`config.mk`:
```
export PLATFORM = sky130hd
export DESIGN_NAME = main_fsm_flat
export DESIGN_NICKNAME = d
export VERILOG_FILES = /design/src/rtl/main_fsm_if.sv /design/src/rtl/main_fsm.sv /design/src/flat_wrapper.sv
export SDC_FILE = /design/constraint.sdc
export NUM_CORES = 1
export LEC_CHECK = 0
export ABC_CLOCK_PERIOD_IN_PS = 1830
export BUFFER_PORTS_ARGS = -buffer_cell sky130_fd_sc_hd__buf_2
export CORE_AREA = 2 2 39 41
export CTS_BUF_LIST = sky130_fd_sc_hd__clkbuf_16
export CTS_CLUSTER_SIZE = 14
export DETAILED_ROUTE_END_ITERATION = 7
export DIE_AREA = 0 0 41 43
export PLACE_DENSITY_LB_ADDON = 0.15
export SYNTH_ARGS = -nofsm -noshare
export SYNTH_HDL_FRONTEND = slang
export SYNTH_SLANG_ARGS = --single-unit
```
`constraint.sdc`:
```
create_clock -name clk -period 1.83 [get_ports clk]
set_input_delay 0.2745 -clock clk [delete_from_list [all_inputs] [get_ports clk]]
set_output_delay 0.2745 -clock clk [all_outputs]
set_load 0.02 [all_outputs]
```
`src/rtl/main_fsm_if.sv`:
```
// Control bundle between the multicycle main FSM (master) and the datapath (slave).
// Carries the opcode/zero flag into the FSM and all enables and selects out of it.
interface main_fsm_if;
  logic [6:0] op;
  logic       zero;
  logic       pcWrite;
  logic       adrSrc;
  logic       memWrite;
  logic       irWrite;
  logic       regWrite;
  logic [1:0] resultSrc;
  logic [1:0] aluSrcA;
  logic [1:0] aluSrcB;
  logic [1:0] aluOp;
  logic       illegal;

  modport master (
    input  op, zero,
    output pcWrite, adrSrc, memWrite, irWrite, regWrite,
           resultSrc, aluSrcA, aluSrcB, aluOp, illegal
  );

  modport slave (
    output op, zero,
    input  pcWrite, adrSrc, memWrite, irWrite, regWrite,
           resultSrc, aluSrcA, aluSrcB, aluOp, illegal
  );
endinterface

```
`src/rtl/main_fsm.sv`:
```
// Moore control FSM for the multicycle RISC-V core (one state per instruction phase).
// Define MAIN_FSM_JAL_EN to include the JAL state; otherwise opcode 1101111 decodes as illegal.
module main_fsm (
  input  logic          clk,
  input  logic          reset,
  main_fsm_if.master    bus
);

  localparam logic [6:0] OP_LOAD  = 7'b0000011;
  localparam logic [6:0] OP_STORE = 7'b0100011;
  localparam logic [6:0] OP_RTYPE = 7'b0110011;
  localparam logic [6:0] OP_IALU  = 7'b0010011;
  localparam logic [6:0] OP_BEQ   = 7'b1100011;
`ifdef MAIN_FSM_JAL_EN
  localparam logic [6:0] OP_JAL   = 7'b1101111;
`endif

  typedef enum logic [3:0] {
    S_FETCH    = 4'd0,
    S_DECODE   = 4'd1,
    S_MEMADR   = 4'd2,
    S_MEMREAD  = 4'd3,
    S_MEMWB    = 4'd4,
    S_MEMWRITE = 4'd5,
    S_EXECUTER = 4'd6,
    S_EXECUTEI = 4'd7,
    S_ALUWB    = 4'd8,
`ifdef MAIN_FSM_JAL_EN
    S_BEQ      = 4'd9,
    S_JAL      = 4'd10
`else
    S_BEQ      = 4'd9
`endif
  } state_t;

  state_t     state_r;
  state_t     next_state_s;
  logic       pc_update_s;
  logic       branch_s;
  logic       adr_src_s;
  logic       mem_write_s;
  logic       ir_write_s;
  logic       reg_write_s;
  logic [1:0] result_src_s;
  logic [1:0] alu_src_a_s;
  logic [1:0] alu_src_b_s;
  logic [1:0] alu_op_s;
  logic       illegal_s;

  // State register; the only storage in the block.
  always_ff @(posedge clk) begin
    if (reset) begin
      state_r <= S_FETCH;
    end else begin
      state_r <= next_state_s;
    end
  end

  // Next-state and Moore output decode.
  always_comb begin
    next_state_s = S_FETCH;
    pc_update_s  = 1'b0;
    branch_s     = 1'b0;
    adr_src_s    = 1'b0;
    mem_write_s  = 1'b0;
    ir_write_s   = 1'b0;
    reg_write_s  = 1'b0;
    result_src_s = 2'b00;
    alu_src_a_s  = 2'b00;
    alu_src_b_s  = 2'b00;
    alu_op_s     = 2'b00;
    illegal_s    = 1'b0;
    case (state_r)
      S_FETCH: begin
        ir_write_s   = 1'b1;
        pc_update_s  = 1'b1;
        alu_src_a_s  = 2'b00;
        alu_src_b_s  = 2'b10;
        alu_op_s     = 2'b00;
        result_src_s = 2'b10;
        next_state_s = S_DECODE;
      end
      S_DECODE: begin
        // oldPC + imm is computed here so BEQ can compare while the target sits in aluOut.
        alu_src_a_s = 2'b01;
        alu_src_b_s = 2'b01;
        alu_op_s    = 2'b00;
        case (bus.op)
          OP_LOAD:  next_state_s = S_MEMADR;
          OP_STORE: next_state_s = S_MEMADR;
          OP_RTYPE: next_state_s = S_EXECUTER;
          OP_IALU:  next_state_s = S_EXECUTEI;
          OP_BEQ:   next_state_s = S_BEQ;
`ifdef MAIN_FSM_JAL_EN
          OP_JAL:   next_state_s = S_JAL;
`endif
          default: begin
            illegal_s    = 1'b1;
            next_state_s = S_FETCH;
          end
        endcase
      end
      S_MEMADR: begin
        alu_src_a_s = 2'b10;
        alu_src_b_s = 2'b01;
        alu_op_s    = 2'b00;
        if (bus.op == OP_LOAD) begin
          next_state_s = S_MEMREAD;
        end else begin
          next_state_s = S_MEMWRITE;
        end
      end
      S_MEMREAD: begin
        adr_src_s    = 1'b1;
        result_src_s = 2'b00;
        next_state_s = S_MEMWB;
      end
      S_MEMWB: begin
        result_src_s = 2'b01;
        reg_write_s  = 1'b1;
        next_state_s = S_FETCH;
      end
      S_MEMWRITE: begin
        adr_src_s    = 1'b1;
        result_src_s = 2'b00;
        mem_write_s  = 1'b1;
        next_state_s = S_FETCH;
      end
      S_EXECUTER: begin
        alu_src_a_s  = 2'b10;
        alu_src_b_s  = 2'b00;
        alu_op_s     = 2'b10;
        next_state_s = S_ALUWB;
      end
      S_EXECUTEI: begin
        alu_src_a_s  = 2'b10;
        alu_src_b_s  = 2'b01;
        alu_op_s     = 2'b10;
        next_state_s = S_ALUWB;
      end
      S_ALUWB: begin
        result_src_s = 2'b00;
        reg_write_s  = 1'b1;
        next_state_s = S_FETCH;
      end
      S_BEQ: begin
        alu_src_a_s  = 2'b10;
        alu_src_b_s  = 2'b00;
        alu_op_s     = 2'b01;
        result_src_s = 2'b00;
        branch_s     = 1'b1;
        next_state_s = S_FETCH;
      end
`ifdef MAIN_FSM_JAL_EN
      S_JAL: begin
        // PC <- branch target in aluOut while oldPC + 4 becomes the link value.
        alu_src_a_s  = 2'b01;
        alu_src_b_s  = 2'b10;
        alu_op_s     = 2'b00;
        result_src_s = 2'b00;
        pc_update_s  = 1'b1;
        next_state_s = S_ALUWB;
      end
`endif
      default: begin
        next_state_s = S_FETCH;
      end
    endcase
  end

  // Write enables and illegal are gated by reset so a mid-instruction reset commits nothing.
  assign bus.pcWrite   = ~reset & (pc_update_s | (branch_s & bus.zero));
  assign bus.memWrite  = ~reset & mem_write_s;
  assign bus.irWrite   = ~reset & ir_write_s;
  assign bus.regWrite  = ~reset & reg_write_s;
  assign bus.illegal   = ~reset & illegal_s;
  assign bus.adrSrc    = adr_src_s;
  assign bus.resultSrc = result_src_s;
  assign bus.aluSrcA   = alu_src_a_s;
  assign bus.aluSrcB   = alu_src_b_s;
  assign bus.aluOp     = alu_op_s;

endmodule
```
`src/flat_wrapper.sv`:
```
// flat-port wrapper written by rule: the top's interface ports become plain ports
module main_fsm_flat 
  (clk, reset, bus_op, bus_zero, bus_pcWrite, bus_adrSrc, bus_memWrite, bus_irWrite, bus_regWrite, bus_resultSrc, bus_aluSrcA, bus_aluSrcB, bus_aluOp, bus_illegal);
  main_fsm_if bus_i ();
  input  logic clk;
  input  logic reset;
  input wire logic [$bits(bus_i.op)-1:0] bus_op;
  input wire logic [$bits(bus_i.zero)-1:0] bus_zero;
  output wire logic [$bits(bus_i.pcWrite)-1:0] bus_pcWrite;
  output wire logic [$bits(bus_i.adrSrc)-1:0] bus_adrSrc;
  output wire logic [$bits(bus_i.memWrite)-1:0] bus_memWrite;
  output wire logic [$bits(bus_i.irWrite)-1:0] bus_irWrite;
  output wire logic [$bits(bus_i.regWrite)-1:0] bus_regWrite;
  output wire logic [$bits(bus_i.resultSrc)-1:0] bus_resultSrc;
  output wire logic [$bits(bus_i.aluSrcA)-1:0] bus_aluSrcA;
  output wire logic [$bits(bus_i.aluSrcB)-1:0] bus_aluSrcB;
  output wire logic [$bits(bus_i.aluOp)-1:0] bus_aluOp;
  output wire logic [$bits(bus_i.illegal)-1:0] bus_illegal;
  assign bus_i.op = bus_op;
  assign bus_i.zero = bus_zero;
  assign bus_pcWrite = bus_i.pcWrite;
  assign bus_adrSrc = bus_i.adrSrc;
  assign bus_memWrite = bus_i.memWrite;
  assign bus_irWrite = bus_i.irWrite;
  assign bus_regWrite = bus_i.regWrite;
  assign bus_resultSrc = bus_i.resultSrc;
  assign bus_aluSrcA = bus_i.aluSrcA;
  assign bus_aluSrcB = bus_i.aluSrcB;
  assign bus_aluOp = bus_i.aluOp;
  assign bus_illegal = bus_i.illegal;
  main_fsm u_core (.clk(clk), .reset(reset), .bus(bus_i));
endmodule
```
=== Word level (Yosys, flattened, before mapping) ===
Cells that the tools add are included.

* Equality and inequality tests: 14
* Multiplexer cells: 14
* Bitwise logic cells: 8
* Reductions and logical operators: 8

{| class="wikitable"
|+ Operator list
! operator !! count
|-
| case mux 4 bit (5 select lines) || 1
|-
| equality test 4 x 3 -> 1 bit (second input constant) || 4
|-
| case mux 2 bit (2 select lines) || 4
|-
| case mux 4 bit (4 select lines) || 1
|-
| equality test 7 x 6 -> 1 bit (second input constant) || 2
|-
| equality test 4 x 2 -> 1 bit (second input constant) || 2
|-
| equality test 4 bit (second input constant) || 2
|-
| OR reduction 2 bit || 4
|-
| equality test 7 x 2 -> 1 bit (second input constant) || 1
|-
| equality test 7 x 5 -> 1 bit (second input constant) || 1
|-
| equality test 7 bit (second input constant) || 1
|-
| two-way mux 1 bit || 7
|-
| bitwise AND 1 bit || 6
|-
| OR reduction 5 bit || 1
|-
| equality test 4 x 1 -> 1 bit (second input constant) || 1
|-
| zero test 4 bit || 1
|-
| OR reduction 4 bit || 1
|-
| two-way mux 3 bit || 1
|-
| OR reduction 3 bit || 1
|-
| inverter 1 bit || 1
|-
| bitwise OR 1 bit || 1
|}

* Register bits after elaboration: 4
* Output and inout bits: 14
* Word-level logic and storage cells: 45

=== Logic depth before layout (Yosys ltp) ===
* Word-level depth: 5
* Depth in mapped cells: 4
* Depth with buffers taken out: 3

=== Least setup slack after synthesis ===
No wires, ideal clock.

* Kind: register -> output
* Start point: register u_core.state_r[2]
* End point: output port bus_illegal
* Arrival time: 2,045 ps
* Required time: 1,556 ps
* Path slack: -490 ps
* Cell stages (with the launch flop): 4
* Cells stage by stage: dfxtp_1 -> clkbuf_1 -> nor4b_1 -> nor3b_1

* Cells in the longest elaborated chain, start to end: 3

{| class="wikitable"
|+ Ends and longest elaborated chain
! item !! RTL line !! source
|-
| from (decl) || main_fsm.sv:36 || <nowiki>state_t state_r;</nowiki>
|-
| from (signal assigned) || main_fsm.sv:55 || <nowiki>state_r <= next_state_s;</nowiki>
|-
| equality test 4 x 1 -> 1 bit || main_fsm.sv:73 || <nowiki>case (state_r)</nowiki>
|-
| two-way mux 1 bit || main_fsm.sv:73 ||
|-
| bitwise AND 1 bit || main_fsm.sv:176 || <nowiki>assign bus.illegal = ~reset & illegal_s;</nowiki>
|-
| to (decl) || flat_wrapper.sv:18 || <nowiki>output wire logic [$bits(bus_i.illegal)-1:0] bus_illegal;</nowiki>
|}

Every way passes these cells.

=== Worst setup path after layout ===
* Start point: register u_core.state_r[1]
* End point: output port bus_irWrite

* Cells in the longest elaborated chain, start to end: 3

{| class="wikitable"
|+ Ends and longest elaborated chain
! item !! RTL line !! source
|-
| zero test 4 bit || main_fsm.sv:73 ||
|-
| two-way mux 1 bit || main_fsm.sv:73 ||
|-
| bitwise AND 1 bit || main_fsm.sv:174 || <nowiki>assign bus.irWrite = ~reset & ir_write_s;</nowiki>
|-
| to (decl) || flat_wrapper.sv:12 || <nowiki>output wire logic [$bits(bus_i.irWrite)-1:0] bus_irWrite;</nowiki>
|}

Every way passes these cells.

==> flow_summary.ini <==
[min_path]
hold_class = in2reg
min_path_cells = 2

[place]
io_buffers = 23
place_area_um2 = 536
gp_congestion = 0.726
hpwl_um = 808

[logic_synthesis]
seq_area_frac_synth_pct = 20.9
syn_nets = 61
synth_area_um2 = 383
syn_area_per_cell_um2 = 7.51
synth.largest_area_cell = dfxtp_1
yosysTopAreaCellShare_pct = 20.9
ys_ff_latch = 4
synth_cells = 51
yosys_warnings = 0
synth_cell_types = 26
synthTopCellsByArea = dfxtp_1, xnor2_1, a21oi_1

[grt]
grt_overflow = 0
track_usage_pct = 12.8
grt_pass1_wl_mm = 1.55
antenna_found_initial = 0
grt_pass1_vias = 355
grt_max_degree = 14

[clock_network]
cts_buffers = 3
post_cts_buffers = 0
clock-root-buffer = clkbuf_16
ctsHoldBuffers = 0
h-tree-depth = 1
cts_tree = done
max-clock-path-buffers = 2
path_clk_slew_ps = 30
clkSinkCount = 4
insertion_delay_ps = 220

[final_layout]
fillers = 141
seq_area_um2 = 82.6
fin_area_um2 = 631
largest_reg_flops = 4
drive_gt1_share_pct = 46.7
diodes = 0
largestRegisters = u_core.state_r x4
fin_nets = 87
multiInputGateArea_um2 = 308
largest-register = u_core.state_r
area_growth_pct = 64.7

[routing]
routed-via-count = 463
drt-vias-per-instance = 5.09
wl_met2_um = 464
first_pass_iters = 4
wl_mm = 1.09
met1_length_um = 504
ant_nets = 0
drt_iter0_drc = 3
maxUsedRoutingLayer = met3
post_drt_wl_per_cell_um = 12.0
met3_length_um = 125
drc = 0

[die]
initial_core_util_pct = 27.7
io-pin-count = 24
rows = 14
fp.dieW_um = 41
die_y_um = 43
die_area_um2 = 1760
core-area_um2 = 1380

[timing]
min_period_ps = 1730
rsz0062_at_grt = no
finClkSkew_ps = 1.03
finalHoldViolCount = 0
max_freq_mhz = 579
slew_violations = 0
tightest_slew_ps = 488
min_period_over_period_pct = 94.3
slew_headroom_pct = 67.0
setup_viol = 0

[setup_path]
end_kind = output pin
critPathMaxStageDelay_ps = 350
cp-start-kind = flop
cp_max_fo = 11
path_buf_inv = 2
cp_cell_sequence = buf_4 -> nor4_2 -> nor2b_1 -> buf_2
timing.critical_path.max_delay_family = simple AND/OR/NAND/NOR gates
slowest_stage = dfxtp_1
path_depth = 4
cp_data_required_time_ps = 1560
arrival_ps = 1450
path_class = reg2out
worst_r2r_path_depth = 3

[job]
maxCapViolCount = 0

[run_status]
status = finished, final reports clean

[pwr]
pwr_density_cell_nw_per_um2 = 804
design_power_total_mw = 0.507
ir_drop_mv = 0.810
p_leak_nw = 0.282
## worst reg2reg max path, stage by stage (launching register included)
cell and delay (ps):
dfxtp_1 420, inv_2 70, or4_1 550, a2111oi_2 360
## through the flow
stage / setup WS [ps] / setup TNS [ps] / std cells / hold slack (ps) / util, %
after floorplan: -175 / -203 / 51 / 347 / -
after global placement: 132 / 0 / 88 / 542 / 38.7
after detailed placement: 189 / 0 / 88 / 529 / 38.7
after CTS: 53.8 / 0 / 91 / 298 / 44.2
after global routing: 4.01 / 0 / 91 / 310 / 45.6
final: 104 / 0 / 91 / 302 / 45.6
## synth_stat cells
cell and number:
a2111oi_2 1, a211oi_1 1, a21o_1 1, a21oi_1 5, a31oi_1 2, and3b_1 2
buf_2 1, clkbuf_1 3, dfxtp_1 4, inv_1 3, inv_2 1, nand2_1 1
nand2b_1 2, nand4bb_1 1, nor2_1 3, nor2b_1 1, nor3_1 3, nor3b_1 3
nor4_1 3, nor4b_1 1, nor4bb_1 2, o211ai_1 1, o41ai_1 1, or3_1 1
or4_1 1, xnor2_1 3
## power by group
part,internal [mW],total [mW],switching (mW)
Sequential,0.0902,0.0968,0.00658
Combinational,0.0329,0.0740,0.0411
Clock,0.279,0.336,0.0572
Total,0.402,0.507,0.105
## cell families after synthesis
| family | share of synthesized area [%] |
|---|---|
| simple gates | 42.2 |
| flops | 20.9 |
| compound gates | 21.9 |
| xor+xnor | 6.86 |
| buf+inv | 8.17 |
## per-layer routing
layer | track usage [%] | vias up
met1 | 16.7 | 198
met3 | 5.24 | 0
met4 | 4.00 | 0
met2 | 18.8 | 24
li1 | - | 241
met5 | 0 | -
## final timing paths
path	from	end	slack, ps
setup / recovery	u_core.state_r[1]	bus_irWrite	100
hold / removal	bus_op[6]	u_core.state_r[1]	300
setup reg to reg	u_core.state_r[1]	u_core.state_r[1]	330
hold reg to reg	u_core.state_r[0]	u_core.state_r[0]	560
## area by class of cell
type                    instances  area share, %
multi-input cells              39           48.8
repair buffers                 25           20.6
flip-flops and latches          4           13.1
clock buffers                   3           11.9
well taps                      16           3.17
inverters                       4           2.38
## placed cells by master, fill, tap and decap left out, drive strengths merged
cell type  instances
or3                1
a2111oi            1
xnor2              3
or4                1
o211ai             1
a211oi             1
nand2              1
a31oi              2
nor3               3
dfxtp              4
nor3b              3
nand4bb            1
o41ai              1
nor4b              1
a21o               1
and3b              2
inv                4
clkbuf             3
buf               25
a21oi              5
nand2b             2
nor2               3
nor2b              1
nor4bb             2
nor4               3
## repair_timing
| item | CTS | global route |
|---|---|---|
| gates resized for setup | 1 | 3 |
| setup endpoints to repair | 1 | 2 |
| pin swaps | 0 | 1 |
Power figures use the tool's default switching activity.
